**src/rtl/bus_arbiter.sv**
```systemverilog
// bus_arbiter: registered two-requester arbiter sharing one external memory
// port between instruction fetch and data load/store. Data has priority over
// fetch, bounded by an 8-bit starvation counter. Optional bus watchdog is
// enabled by defining the macro BUS_TIMEOUT_EN.
//
// state | meaning
// IDLE  | no transaction on the bus; arbitration happens here
// FETCH | fetch transaction held on the bus until ext_ready
// DATA  | data transaction held on the bus until ext_ready
module bus_arbiter #(
    parameter int FETCH_STARVE_LIMIT = 4,
    parameter int TIMEOUT_CYCLES     = 255
) (
    input  logic        clk,
    input  logic        reset,
    input  logic        fetch_valid,
    input  logic [31:0] fetch_address,
    output logic        fetch_ready,
    output logic [31:0] fetch_data,
    input  logic        mem_valid,
    input  logic [31:0] mem_address,
    input  logic [31:0] mem_write_data,
    input  logic [3:0]  mem_write_strobe,
    output logic        mem_ready,
    output logic [31:0] mem_read_data,
    output logic        ext_valid,
    output logic        ext_instruction,
    output logic [31:0] ext_address,
    output logic [31:0] ext_write_data,
    output logic [3:0]  ext_write_strobe,
    input  logic        ext_ready,
    input  logic [31:0] ext_read_data,
    output logic        busy,
    output logic        bus_error
);

    typedef enum logic [1:0] {
        IDLE  = 2'd0,
        FETCH = 2'd1,
        DATA  = 2'd2
    } state_t;

    localparam logic [7:0] LP_STARVE_LIMIT = 8'(FETCH_STARVE_LIMIT);

    state_t      r_state;
    logic [7:0]  r_starve_cnt;
    logic        r_ext_valid;
    logic        r_ext_instruction;
    logic [31:0] r_ext_address;
    logic [31:0] r_ext_write_data;
    logic [3:0]  r_ext_write_strobe;
    logic        r_fetch_ready;
    logic [31:0] r_fetch_data;
    logic        r_mem_ready;
    logic [31:0] r_mem_read_data;
    logic        r_bus_error;

    logic        w_fetch_req;
    logic        w_mem_req;
    logic        w_grant_data;
    logic        w_grant_fetch;
    logic        w_timeout;
    logic        w_done;
    logic [31:0] w_resp_data;

    // A port whose ready pulse is high is presenting its completed request.
    assign w_fetch_req   = fetch_valid & ~r_fetch_ready;
    assign w_mem_req     = mem_valid & ~r_mem_ready;
    assign w_grant_data  = w_mem_req & (~w_fetch_req | (r_starve_cnt < LP_STARVE_LIMIT));
    assign w_grant_fetch = w_fetch_req & ~w_grant_data;
    assign w_done        = ext_ready | w_timeout;
    assign w_resp_data   = ext_ready ? ext_read_data : 32'h0;

`ifdef BUS_TIMEOUT_EN
    localparam logic [15:0] LP_TIMEOUT_LAST = 16'(TIMEOUT_CYCLES - 1);

    logic [15:0] r_wait_cnt;

    // Watchdog: counts bus cycles without ext_ready, cleared while idle.
    always_ff @(posedge clk or posedge reset) begin
        if (reset) begin
            r_wait_cnt <= 16'd0;
        end else if (r_state == IDLE) begin
            r_wait_cnt <= 16'd0;
        end else if (!ext_ready) begin
            r_wait_cnt <= r_wait_cnt + 16'd1;
        end
    end

    assign w_timeout = (r_state != IDLE) & ~ext_ready & (r_wait_cnt == LP_TIMEOUT_LAST);
`else
    assign w_timeout = 1'b0;
`endif

    // Arbitration FSM with registered bus and response outputs.
    always_ff @(posedge clk or posedge reset) begin
        if (reset) begin
            r_state            <= IDLE;
            r_starve_cnt       <= 8'd0;
            r_ext_valid        <= 1'b0;
            r_ext_instruction  <= 1'b0;
            r_ext_address      <= 32'h0;
            r_ext_write_data   <= 32'h0;
            r_ext_write_strobe <= 4'h0;
            r_fetch_ready      <= 1'b0;
            r_fetch_data       <= 32'h0;
            r_mem_ready        <= 1'b0;
            r_mem_read_data    <= 32'h0;
            r_bus_error        <= 1'b0;
        end else begin
            r_fetch_ready <= 1'b0;
            r_mem_ready   <= 1'b0;
            r_bus_error   <= 1'b0;
            case (r_state)
                IDLE: begin
                    if (w_grant_data) begin
                        r_state            <= DATA;
                        r_ext_valid        <= 1'b1;
                        r_ext_instruction  <= 1'b0;
                        r_ext_address      <= {mem_address[31:2], 2'b00};
                        r_ext_write_data   <= mem_write_data;
                        r_ext_write_strobe <= mem_write_strobe;
                        if (w_fetch_req) begin
                            if (r_starve_cnt != 8'hff) begin
                                r_starve_cnt <= r_starve_cnt + 8'd1;
                            end
                        end else begin
                            r_starve_cnt <= 8'd0;
                        end
                    end else if (w_grant_fetch) begin
                        r_state            <= FETCH;
                        r_ext_valid        <= 1'b1;
                        r_ext_instruction  <= 1'b1;
                        r_ext_address      <= {fetch_address[31:2], 2'b00};
                        r_ext_write_data   <= 32'h0;
                        r_ext_write_strobe <= 4'h0;
                        r_starve_cnt       <= 8'd0;
                    end
                end
                FETCH, DATA: begin
                    if (w_done) begin
                        r_state     <= IDLE;
                        r_ext_valid <= 1'b0;
                        r_bus_error <= w_timeout;
                        if (r_state == FETCH) begin
                            r_fetch_ready <= 1'b1;
                            r_fetch_data  <= w_resp_data;
                        end else begin
                            r_mem_ready     <= 1'b1;
                            r_mem_read_data <= w_resp_data;
                        end
                    end
                end
                default: begin
                    r_state     <= IDLE;
                    r_ext_valid <= 1'b0;
                end
            endcase
        end
    end

    assign fetch_ready      = r_fetch_ready;
    assign fetch_data       = r_fetch_data;
    assign mem_ready        = r_mem_ready;
    assign mem_read_data    = r_mem_read_data;
    assign ext_valid        = r_ext_valid;
    assign ext_instruction  = r_ext_instruction;
    assign ext_address      = r_ext_address;
    assign ext_write_data   = r_ext_write_data;
    assign ext_write_strobe = r_ext_write_strobe;
    assign busy             = (r_state != IDLE);
    assign bus_error        = r_bus_error;

endmodule

```
**config.mk**
```make
export PLATFORM = sky130hd
export DESIGN_NAME = bus_arbiter
export DESIGN_NICKNAME = d
export VERILOG_FILES = /design/src/rtl/bus_arbiter.sv
export SDC_FILE = /design/constraint.sdc
export NUM_CORES = 1
export LEC_CHECK = 0
export CORE_UTILIZATION = 30
export CTS_CLUSTER_SIZE = 8
export DETAILED_ROUTE_END_ITERATION = 16
export MAX_ROUTING_LAYER = met4
export PLACE_DENSITY = 0.63
export SKIP_LAST_GASP = 1
export SLEW_MARGIN = 30
export SYNTH_ARGS = -nofsm -noshare
export SYNTH_HDL_FRONTEND = slang
export SYNTH_SLANG_ARGS = --single-unit
```
**constraint.sdc**
```tcl
create_clock -name clk -period 10.9 [get_ports clk]
set_input_delay 2.18 -clock clk [delete_from_list [all_inputs] [get_ports clk]]
set_output_delay 2.18 -clock clk [all_outputs]
set_load 0.05 [all_outputs]
```
==> qor.yml <==
grt_max_degree: 83
drtAntennaViolNets: 0
finalHoldViolCount: 0
worst_pin_slew_ns: 0.7915
setup_viol: 0
nets: 913
critical-path-max-stage-delay_ns: 0.96
cts_buffer_depth: 2
cts_tree: "yes"
dp_slack_ns: 6.391
fin_tns_setup_ns: 0
synthTopCellsByCount: "dfrtp_1, nand2_1, a21oi_1"
rsz0062_at_grt: "false"
critPathLaunchType: "flip-flop"
n_antenna_cell: 0
area_delta_synth_final_pct: 60.26
async_flop_share_pct: 100.0
path_max_fanout: 5
yosysMostFrequentCell: "dfrtp_1"
rr_endpoint: "r_starve_cnt[0]"
fin_hold_ws_ns: 0.4749
boundaryPins: 275
cp_slowest_cell: "clkdlybuf4s50_1"
yosys_warnings: 0
ys_types: 36
holdPathStages: 2
drc: 0
required_ns: 8.72
synth-seq-cells: 144
clock_skew_ns: 0.008942
post-route-period-util_pct: 41.21
power_density_mw_per_mm2: 375.7
cts_buffers: 17
syn_inst: 510
cts-root-buf: "clkbuf_16"
grt_pass1_vias: 4957
cp_num_buf_inv: 3
worst_r2r_path_depth: 5
antenna_found_initial: 0
worst-r2r-setup-slack_ns: 8.72
cts_setup_buffers: 0
status: "completed"
ys_seq_area_share_pct: 62.88
port_buffers: 267
core-area_mm2: 0.01871
leakage_uw: 0.004058
gp_congestion: 0.7307
fin_util_pct: 49.10
crit_top_cell: "inv_1"
start_util_pct: 30.64
cts_resized: 0
clk_pin_slew_ns: 0.06
clk_latency_ns: 0.41
syn_area_mm2: 0.005730
synth_top_area_share_pct: 62.88
hold-path-endpoint: "mem_read_data[19]"
drt_first_pass_iters: 4
drv_cap: 0
row_count: 50
setup_ws_ns: 6.408
synth_top_cells_by_area: "dfrtp_1, nand2_1, mux2_2, a21oi_1, a22o_1"
die_area_mm2: 0.01966
h-tree-depth: 4
drv_slew: 0
maxSlewHeadroom_pct: 47.23
vias: 4680
dp_hpwl_um: 10810
grt_pass1_wl_um: 26450
synth_edf_count: 0
clock-sinks: 144
synth_top_area_cell: "dfrtp_1"
drive_gt1_share_pct: 10.05
path_delay_family: "buffers and inverters"
avgSynthCellArea_um2: 11.24
viasPerCell: 4.588
routedWlPerCell_um: 16.08
end_kind: "primary output"
synthFlopType: "dfrtp_1"
die_y_um: 140.2
r2r_start: "mem_ready"
worstSetupPathType: "reg2out"
arrival_ns: 2.31
min-delay-start: "mem_read_data[19]"
wl_um: 16400
post-route-min-period_ns: 4.492
hold_buffers: 0
first_iter_violations: 152
crit_chain: "inv_1, ha_1, inv_1, clkdlybuf4s50_1"
fmax_mhz: 222.6
peakVddDrop_mv: 0.2090
hold_path.class: "reg2reg"
gr-total-overflow: 0
grt_usage_pct: 18.01
die_x_um: 140.2
## cells in the final DEF (no fill, tap or decap), drive strengths merged
master | netlist | layout
nand2b | 2 | 2
a22oi | 2 | 2
clkinvlp | 0 | 3
nor4 | 2 | 2
nand4 | 1 | 1
conb | 1 | 3
and2 | 5 | 5
o21ai | 3 | 3
nor4b | 1 | 1
nand3b | 1 | 1
nand3 | 1 | 1
bufinv | 0 | 2
dfrtp | 144 | 144
inv | 7 | 13
clkdlybuf4s50 | 0 | 267
a21o | 1 | 1
clkinv | 0 | 2
nor2 | 35 | 35
mux2 | 32 | 32
nor3 | 1 | 1
o31ai | 1 | 1
nand2 | 129 | 129
nor2b | 3 | 3
o22a | 1 | 1
a21oi | 65 | 65
clkbuf | 7 | 19
ha | 3 | 3
a22o | 37 | 37
buf | 25 | 7
## worst max path at each step
stage / slack, ns / cells after the start / end / startpoint
after floorplan: 4.85 / 1 / ext_address[10] / reset
after global placement: 6.42 / 6 / r_starve_cnt[0] / mem_valid
after detailed placement: 6.39 / 6 / r_starve_cnt[0] / mem_valid
after CTS: 6.37 / 4 / busy / r_state[1]
after global routing: 6.30 / 4 / busy / r_state[1]
final: 6.41 / 4 / busy / r_state[1]
## worst min-delay path: cells and delay by family (launching register included)
family,cells,cell delay [ns]
flip-flops,1,0.34
AND/OR/NAND/NOR,2,0.10
## power breakdown
part	total, µW	internal, µW	switching [µW]
clock network	578	342	237
logic	1960	660	1300
registers	913	783	130
total	3450	1780	1670
## state kept, by name (all words and copies together), names as in the netlist
| signal | cells |
|---|---|
| fetch_data | 32 |
| fetch_ready | 1 |
| r_state | 2 |
| ext_write_data | 32 |
| ext_address | 30 |
| mem_read_data | 32 |
| ext_instruction | 1 |
| ext_valid | 1 |
| ext_write_strobe | 4 |
| r_starve_cnt | 8 |
| mem_ready | 1 |
## cells by family after synthesis
group / count (synthesis) / synth area share [%]
DFF: 144 / 62.88
AOI/OAI and AO/OA: 110 / 12.80
muxes: 32 / 6.288
adders and majority gates: 3 / 0.6551
other: 1 / 0.06544
and+or+nand+nor: 181 / 13.60
buffers and inverters: 39 / 3.712
## per-stage QoR
stage / total power, µW / area [µm²] / std cells
after CTS: 3497 / 9184 / 1020
after detailed placement: 2895 / 8602 / 988
final: 3451 / 9184 / 1020
after floorplan: 2220 / 5738 / 512
after global routing: 3635 / 9184 / 1020
after global placement: 2875 / 8574 / 987
## cell type report
cell class,count,area (µm²)
Sequential cell,144,3603
Fill cell,1704,9522
Clock inverter,13,148.9
Clock buffer,19,432.9
Tap cell,234,292.8
Inverter,7,31.28
Timing Repair Buffer,274,2745
Multi-Input combinational cell,329,1929
## routing by layer
metal | part of all wire (%) | up-vias | track usage, %
li1 | - | 2240 | -
met1 | 43 | 2242 | 20.68
met2 | 47 | 190 | 29.21
met3 | 9.2 | 8 | 7.179
met4 | 0.74 | 0 | 4.685
met5 | 0 | - | -
Power figures use the tool's default switching activity.
